==> src/rtl/arb_pkt_pkg.sv <==
// Shared types for the packet mux that sits behind the round-robin arbiter.
// beat_t is fixed at PKT_DATA_W; the top's DATA_WIDTH must match it.
package arb_pkt_pkg;

    localparam int PKT_DATA_W = 32;

    typedef enum logic {
        IDLE = 1'b0,
        BUSY = 1'b1
    } state_e;

    typedef struct packed {
        logic [PKT_DATA_W-1:0] data;
        logic                  last;
    } beat_t;

endpackage

==> src/rtl/arb_pkt_out_reg.sv <==
// Single-entry valid/ready pipeline register; 1 cycle latency, full throughput.
// Accepts a new entry whenever it is empty or the current one leaves this cycle.
module arb_pkt_out_reg #(
    parameter int W = 33
) (
    input  logic         clk_i,
    input  logic         reset_i,
    input  logic         i_vld,
    input  logic [W-1:0] i_dat,
    output logic         o_rdy,
    output logic         o_vld,
    output logic [W-1:0] o_dat,
    input  logic         i_rdy
);

    logic         r_vld;
    logic [W-1:0] r_dat;

    assign o_rdy = !r_vld || i_rdy;
    assign o_vld = r_vld;
    assign o_dat = r_dat;

    always_ff @(posedge clk_i or posedge reset_i) begin
        if (reset_i) begin
            r_vld <= 1'b0;
            r_dat <= '0;
        end else if (o_rdy) begin
            r_vld <= i_vld;
            if (i_vld) begin
                r_dat <= i_dat;
            end
        end
    end

endmodule

==> src/rtl/arb_packet_mux.sv <==
// Packet mux behind a round-robin arbiter: holds a grant for a whole packet, 1 cycle to v_o.
// Per-channel ready follows the output register; the arbiter only sees requests while idle.
module arb_packet_mux
    import arb_pkt_pkg::*;
#(
    parameter int NUM_REQUESTERS = 4,
    parameter int DATA_WIDTH     = PKT_DATA_W,
    parameter int MAX_BEATS      = 16
) (
    input  logic                                clk_i,
    input  logic                                reset_i,
    input  logic [NUM_REQUESTERS-1:0]           v_i,
    input  logic [NUM_REQUESTERS*DATA_WIDTH-1:0] data_i,
    input  logic [NUM_REQUESTERS-1:0]           last_i,
    output logic [NUM_REQUESTERS-1:0]           ready_o,
    output logic [NUM_REQUESTERS-1:0]           reqs_o,
    input  logic [NUM_REQUESTERS-1:0]           grants_i,
    output logic                                yumi_o,
    output logic                                v_o,
    output logic [DATA_WIDTH-1:0]               data_o,
    output logic                                last_o,
    input  logic                                ready_i,
    output logic                                err_o
);

    localparam int CW = $clog2(MAX_BEATS + 1);

    state_e                    r_state, w_state_nxt;
    logic [NUM_REQUESTERS-1:0] r_lock, w_lock_nxt;
    logic [CW-1:0]             r_beat_cnt, w_beat_cnt_nxt;
    logic                      r_err, w_err_nxt;

    logic                      w_out_rdy;
    logic                      w_acc;
    logic                      w_force_last;
    logic                      w_at_max;
    logic [DATA_WIDTH-1:0]     w_sel_data;
    logic                      w_sel_last;
    beat_t                     w_in_beat;
    beat_t                     w_out_beat;

    // lock is one-hot or zero, so an OR-reduce mux picks the locked channel.
    always_comb begin
        w_sel_data = '0;
        w_sel_last = 1'b0;
        for (int k = 0; k < NUM_REQUESTERS; k++) begin
            if (r_lock[k]) begin
                w_sel_data = w_sel_data | data_i[k*DATA_WIDTH +: DATA_WIDTH];
                w_sel_last = w_sel_last | last_i[k];
            end
        end
    end

    assign w_at_max = (r_beat_cnt == CW'(MAX_BEATS - 1));

    always_comb begin
        w_state_nxt    = r_state;
        w_lock_nxt     = r_lock;
        w_beat_cnt_nxt = r_beat_cnt;
        w_err_nxt      = r_err;
        reqs_o         = '0;
        ready_o        = '0;
        yumi_o         = 1'b0;
        w_acc          = 1'b0;
        w_force_last   = 1'b0;
        case (r_state)
            IDLE: begin
                // Requests are masked during reset so the arbiter sees nothing mid-reset.
                reqs_o = reset_i ? '0 : v_i;
                if (grants_i != '0) begin
                    if ($onehot(grants_i) && ((grants_i & v_i) != '0)) begin
                        w_state_nxt = BUSY;
                        w_lock_nxt  = grants_i;
                    end else begin
                        w_err_nxt = 1'b1;
                    end
                end
            end
            BUSY: begin
                ready_o = r_lock & {NUM_REQUESTERS{w_out_rdy}};
                w_acc   = |(v_i & ready_o);
                if (w_acc) begin
                    w_beat_cnt_nxt = (r_beat_cnt == CW'(MAX_BEATS)) ? r_beat_cnt
                                                                    : r_beat_cnt + 1'b1;
                    if (w_sel_last || w_at_max) begin
                        yumi_o         = 1'b1;
                        w_state_nxt    = IDLE;
                        w_lock_nxt     = '0;
                        w_beat_cnt_nxt = '0;
                    end
                    if (!w_sel_last && w_at_max) begin
                        w_err_nxt    = 1'b1;
                        w_force_last = 1'b1;
                    end
                end
            end
            default: w_state_nxt = IDLE;
        endcase
    end

    always_ff @(posedge clk_i or posedge reset_i) begin
        if (reset_i) begin
            r_state    <= IDLE;
            r_lock     <= '0;
            r_beat_cnt <= '0;
            r_err      <= 1'b0;
        end else begin
            r_state    <= w_state_nxt;
            r_lock     <= w_lock_nxt;
            r_beat_cnt <= w_beat_cnt_nxt;
            r_err      <= w_err_nxt;
        end
    end

    assign w_in_beat.data = w_sel_data;
    assign w_in_beat.last = w_sel_last | w_force_last;

    arb_pkt_out_reg #(
        .W($bits(beat_t))
    ) u_out_reg (
        .clk_i   (clk_i),
        .reset_i (reset_i),
        .i_vld   (w_acc),
        .i_dat   (w_in_beat),
        .o_rdy   (w_out_rdy),
        .o_vld   (v_o),
        .o_dat   (w_out_beat),
        .i_rdy   (ready_i)
    );

    assign data_o = w_out_beat.data;
    assign last_o = w_out_beat.last;
    assign err_o  = r_err;

endmodule

==> config.mk <==
export PLATFORM = sky130hd
export DESIGN_NAME = arb_packet_mux
export DESIGN_NICKNAME = d
export VERILOG_FILES = /design/src/rtl/arb_pkt_pkg.sv /design/src/rtl/arb_pkt_out_reg.sv /design/src/rtl/arb_packet_mux.sv
export SDC_FILE = /design/constraint.sdc
export NUM_CORES = 1
export LEC_CHECK = 0
export ABC_AREA = 1
export BUFFER_PORTS_ARGS = -buffer_cell sky130_fd_sc_hd__buf_2
export CAP_MARGIN = 20
export CORE_UTILIZATION = 42
export CTS_BUF_LIST = sky130_fd_sc_hd__clkbuf_4 sky130_fd_sc_hd__clkbuf_8 sky130_fd_sc_hd__clkbuf_16
export DETAILED_ROUTE_END_ITERATION = 10
export PLACE_DENSITY_LB_ADDON = 0.1
export SLEW_MARGIN = 40
export SYNTH_ARGS = -nofsm -noshare
export SYNTH_HDL_FRONTEND = slang
export SYNTH_SLANG_ARGS = --single-unit
==> constraint.sdc <==
create_clock -name clk_i -period 1.72 [get_ports clk_i]
set_input_delay 0.086 -clock clk_i [delete_from_list [all_inputs] [get_ports clk_i]]
set_output_delay 0.086 -clock clk_i [all_outputs]
set_load 0.005 [all_outputs]
* After elaboration in Yosys (flattened, before gate mapping) *
Index checks and enable logic that the tools add are counted.
Widths: inputs -> output; s select.

word-level totals
  output and inout port bits = 44
  input bits = 143
  bits in registers = 45
  logic and storage cells = 79

cells by class
  reduce and logical (&&, ||, !) cells = 13
  muxes and demuxes = 35
  eq/ne operators = 10
  bitwise gates (word level) = 11
  $add $sub $neg = 4

operators with widths
  operator             count
  $mux 32              4
  $or 32x32->32        3
  $mux 4               7
  $mux 1               19
  $and 4x4->4          3
  $mux 5               2
  $ne 2x1->1 const B   4
  $pmux 4 s2           1
  $reduce_and 4->1     2
  $reduce_bool 4->1    2
  $ne 2x2->1 const B   3
  $add 5x1->5 const B  1
  $eq 5x4->1 const B   1
  $eq 5x5->1 const B   1
  $add 1x1->2          2
  $or 1x1->1           4
  $pmux 1 s2           2
  $reduce_or 4->1      1
  $add 2x2->3          1
  $eq 3x1->1 const B   1
  $reduce_and 3->1     1
  $logic_and 1x1->1    2
  $logic_not 1->1      2
  $logic_or 1x1->1     2
  other kinds (2)      2

* Depth between registers and ports, before layout *
  word-level depth = 13
  depth in mapped cells = 11
  mapped depth without buffers = 11

* By module *
Synthesis repeated with hierarchy kept, for this count alone.

second synthesis, totals
  cells, all modules = 467
  area, all modules = 3189.3 um^2

by module, submodules not included
  module           cells an instance  times used  area each (um^2)
  arb_packet_mux   319                1           1813.0
  arb_pkt_out_reg  148                1           1376.3

* Worst setup path before layout *
Ideal clock, no wire load.

  kind = input port to flip-flop
  start = input grants_i[0]
  end = register r_lock[0]
  data arrival time = 1828 ps
  library setup time = 117 ps
  stages = 11
  setup slack = -225 ps
  cells stage by stage = inv_1 fa_1 inv_1 ha_1 ha_1 nor3b_1 nand3_1 nand2_1 nand3_1 nand2_1 nand2_1

between the ends
  cells in the longest elaborated chain, start to end = 6

RTL lines
  element                            RTL line               text
  start: declaration                 arb_packet_mux.sv:17   input logic [NUM_REQUESTERS-1:0] grants_i,
  $add 1x1->2 (not written as such)  arb_packet_mux.sv:71   if ($onehot(grants_i) && ((grants_i & v_i) != '0)) begin
  $add 2x2->3 (not written as such)  arb_packet_mux.sv:71
  $eq 3x1->1                         arb_packet_mux.sv:71
  $logic_and 1x1->1                  arb_packet_mux.sv:71
  $ne 2x2->1 (no line)               n/a
  $reduce_and 4->1 (no line)         n/a
  end signal: assignment             arb_packet_mux.sv:109  r_lock <= w_lock_nxt;
  end: declaration                   arb_packet_mux.sv:29   logic [NUM_REQUESTERS-1:0] r_lock, w_lock_nxt;

Several ways; a longest one is shown, not always the timed one. The select of a mux whose other input is x is not followed.
A chain may end at the register's enable or synchronous reset.

* Worst setup path after layout *
  start = register r_beat_cnt[1]
  end = output yumi_o

between the ends
  cells in the longest elaborated chain, start to end = 5

RTL lines
  element                   RTL line               text
  start: declaration        arb_packet_mux.sv:30   logic [CW-1:0] r_beat_cnt, w_beat_cnt_nxt;
  start signal: assignment  arb_packet_mux.sv:110  r_beat_cnt <= w_beat_cnt_nxt;
  $eq 5x4->1                arb_packet_mux.sv:54   assign w_at_max = (r_beat_cnt == CW'(MAX_BEATS - 1));
  $logic_or 1x1->1          arb_packet_mux.sv:85   if (w_sel_last || w_at_max) begin
  $mux 1                    arb_packet_mux.sv:85
  $mux 1                    arb_packet_mux.sv:82   if (w_acc) begin
  $mux 1                    arb_packet_mux.sv:66   case (r_state)
  end: declaration          arb_packet_mux.sv:18   output logic yumi_o,

Every way passes these cells.

==> results.sh <==
export IMPL_max_clock_path_buffers=2
export IMPL_critPathLaunchType="flop"
export IMPL_antenna_found_initial=0
export IMPL_ys_flop_type="dfrtp_1"
export IMPL_yosysWarnings=0
export IMPL_cts_clk_slew_worst_paths_ns=0.08
export IMPL_area_delta_synth_final_pct=48.1
export IMPL_synth_cell_types=26
export IMPL_drc_errors=30
export IMPL_dp_hpwl_um=6770
export IMPL_synth_commonest_cells="nand2_1, dfrtp_1, a221oi_1"
export IMPL_max_stage_delay_ns=0.37
export IMPL_synth_top_cells_by_area="dfrtp_1, nand2_1, a221oi_1, o21ai_0, buf_2"
export IMPL_synth_yosys_seq_area_share_pct=39.9
export IMPL_clock_sinks=45
export IMPL_antenna_cells=0
export IMPL_power_density_nw_per_um2=1440
export IMPL_setup_tns_ns=-0.00983
export IMPL_grt_pass1_wl_um=14900
export IMPL_die_width_um=83.9
export IMPL_cp_arrival_ns=1.64
export IMPL_status="finished, violations left"
export IMPL_io_buffers=186
export IMPL_cts_htree_levels=2
export IMPL_nets=729
export IMPL_violations="design-rule violations, negative setup slack"
export IMPL_cp_top_family="adder cells"
export IMPL_grt_start_max_net_pins=45
export IMPL_post_route_period_util_pct=101
export IMPL_hold_path_class="input port to flop"
export IMPL_yosysMostFrequentCell="nand2_1"
export IMPL_rsz0062_at_grt="yes"
export IMPL_synth_cell_area_um2=2820
export IMPL_die_area_um2=7040
export IMPL_slew_headroom_pct=63.7
export IMPL_clkLatencyLatePin_ns=0.29
export IMPL_drive_gt1_share_pct=43.6
export IMPL_holdWs_ns=0.0828
export IMPL_overflow=0
export IMPL_ant_nets=0
export IMPL_rows=29
export IMPL_worst_slew_pin_slew_ns=0.544
export IMPL_maxCapViolCount=0
export IMPL_worstPathCellList="ha_2, nand2_2, nor2_2, ha_2, inv_2, nand2_2, inv_2, nor2_4, buf_2"
export IMPL_die_h_um=83.9
export IMPL_wl_um=9160
export IMPL_synth_top_area_share_pct=39.9
export IMPL_fp_coreArea_um2=6420
export IMPL_setup_ws_ns=-0.00983
export IMPL_grt_total_usage_pct=26.6
export IMPL_yosysTopAreaCell="dfrtp_1"
export IMPL_hold_viol=0
export IMPL_worstPathMaxFanout=3
export IMPL_synth_area_per_cell_um2=7.27
export IMPL_worst_path_buf_inv=3
export IMPL_gp_congestion=0.890
export IMPL_clock_skew_ns=0.00242
export IMPL_fmax_mhz=578
export IMPL_cts_tree="yes"
export IMPL_routed_via_density=5.08
export IMPL_power_leakage_nw=2.35
export IMPL_vdd_drop_max_mv=0.709
export IMPL_slowest_stage="dfrtp_1"
export IMPL_routedWlPerCell_um=13.9
export IMPL_fillers=591
export IMPL_start_util_pct=43.9
export IMPL_fin_crit_ns=1.73
export IMPL_dr_pass1_iters=8
export IMPL_synth_seq_cells=45
export IMPL_finalSetupViolCount=1
export IMPL_path_class="flop to output pin"
export IMPL_syn_nets=538
export IMPL_synthCells=388
export IMPL_end_kind="output pin"
export IMPL_synth_enable_flop_cells=0
export IMPL_clock_root_buffer="clkbuf_8"
export IMPL_ioPinCount=187
export IMPL_vias=3340
export IMPL_crit_required_ns=1.63
export IMPL_grt_pass1_vias=3154
export IMPL_cts_made_buffers=5
export IMPL_drt_iter0_markers=168
export IMPL_synthArstFlopShare_pct=100
export IMPL_drv_slew=0
[layout make-up]
class / count / area [um2] / share of cell area, %
clock buffers: 5 / 68.8 / 1.65
clock inverters: 3 / 65.1 / 1.56
flip-flops and latches: 45 / 1130 / 27.0
repair buffers: 208 / 1140 / 27.4
well taps: 77 / 96.3 / 2.31
multi-input cells: 300 / 1590 / 38.1
inverters: 19 / 83.8 / 2.01
[registers in the layout (all words and copies together) (netlist names)]
register	count
u_out_reg.o_dat	33
r_beat_cnt	5
err_o	1
r_state	1
u_out_reg.o_vld	1
r_lock	4
[worst register-to-register path, delay by kind of cell (launching register included)]
| kind | cells | cell delay, ns |
|---|---|---|
| buffers and inverters | 3 | 0.22 |
| adders and majority gates | 2 | 0.40 |
| DFF | 1 | 0.37 |
| and+or+nand+nor | 7 | 0.61 |
[cell usage in the layout (no fill, tap or decap)]
cell / n
o21ai_2: 6
nor3b_4: 1
nand3_4: 1
inv_8: 1
nand4_1: 3
clkinv_2: 1
nand2_4: 2
ha_2: 3
dlygate4sd3_1: 1
clkbuf_8: 5
dfrtp_1: 45
a221oi_1: 32
ha_4: 1
xor2_1: 1
buf_2: 184
nand2_2: 8
nand3_2: 1
nor2_2: 1
bufinv_16: 2
o21ai_0: 22
o21bai_1: 1
buf_4: 17
buf_12: 2
inv_6: 1
ha_1: 2
nor2_1: 16
nor2_4: 5
nor3b_1: 1
nand3_1: 11
buf_6: 4
inv_1: 11
inv_2: 6
fa_1: 1
nand2_1: 174
o21ai_1: 6
nor3_2: 1
[what timing repair did]
| item | in CTS | in global routing |
|---|---|---|
| resized for setup | 3 | 26 |
| hold buffers | 1 | 0 |
| endpoints found under the setup margin | 4 | 11 |
| pin swaps | 0 | 12 |
| setup buffers | 3 | 4 |
| hold endpoints to repair | 1 | 0 |
[path summary, 6_finish.rpt]
path                                    start                   to  slack [ns]  cells past startpoint
setup / recovery                r_beat_cnt[1]               yumi_o       -0.01                      9
hold / removal                     data_i[91]  u_out_reg.o_dat[28]        0.08                      3
setup reg to reg                r_beat_cnt[1]            r_lock[0]        0.02                     12
hold reg to reg            u_out_reg.o_dat[5]   u_out_reg.o_dat[5]        0.48                      2
max in group asynchronous             reset_i   u_out_reg.o_dat[3]        0.75                      4
min in group asynchronous             reset_i      u_out_reg.o_vld        0.23                      3
[per-stage QoR]
| stage | worst slack [ns] | cell area (um2) | utilization (%) | total power [mW] | cells |
|---|---|---|---|---|---|
| 6_report | -0.00983 | 4170 | 65.0 | 6.02 | 657 |
| 5_1_grt | -0.0875 | 4170 | 65.0 | 6.55 | 657 |
| 4_1_cts | -0.00221 | 4050 | 63.1 | 5.84 | 653 |
| 3_5_place_dp | -0.270 | 3880 | 60.4 | 4.83 | 641 |
| 3_3_place_gp | -0.238 | 3880 | 60.4 | 4.75 | 641 |
| 2_1_floorplan | -0.0419 | 2850 | - | 3.70 | 388 |
[per-layer routing]
layer	vias to the layer above	track usage (%)	share of wire [%]
met4	0	10.8	2.7
li1	1674	-	-
met1	1498	32.4	41
met2	145	46.3	50
met3	23	4.75	6.7
met5	-	0	0
[cell families after synthesis]
family | count (synthesis) | share of synthesized area, %
AOI/OAI and AO/OA | 67 | 17.0
xor gates and xnor gates | 1 | 0.311
adders and majority gates | 7 | 3.37
buffers and inverters | 43 | 7.32
DFF | 45 | 39.9
and+or+nand+nor | 225 | 32.0
[power by group]
| part | internal [mW] | leakage (nW) | switching (mW) |
|---|---|---|---|
| clock | 0.577 | 0.0681 | 0.363 |
| combinational | 1.40 | 1.71 | 1.92 |
| sequential | 1.50 | 0.570 | 0.259 |
Note: power is estimated with default switching activity, not from simulation.
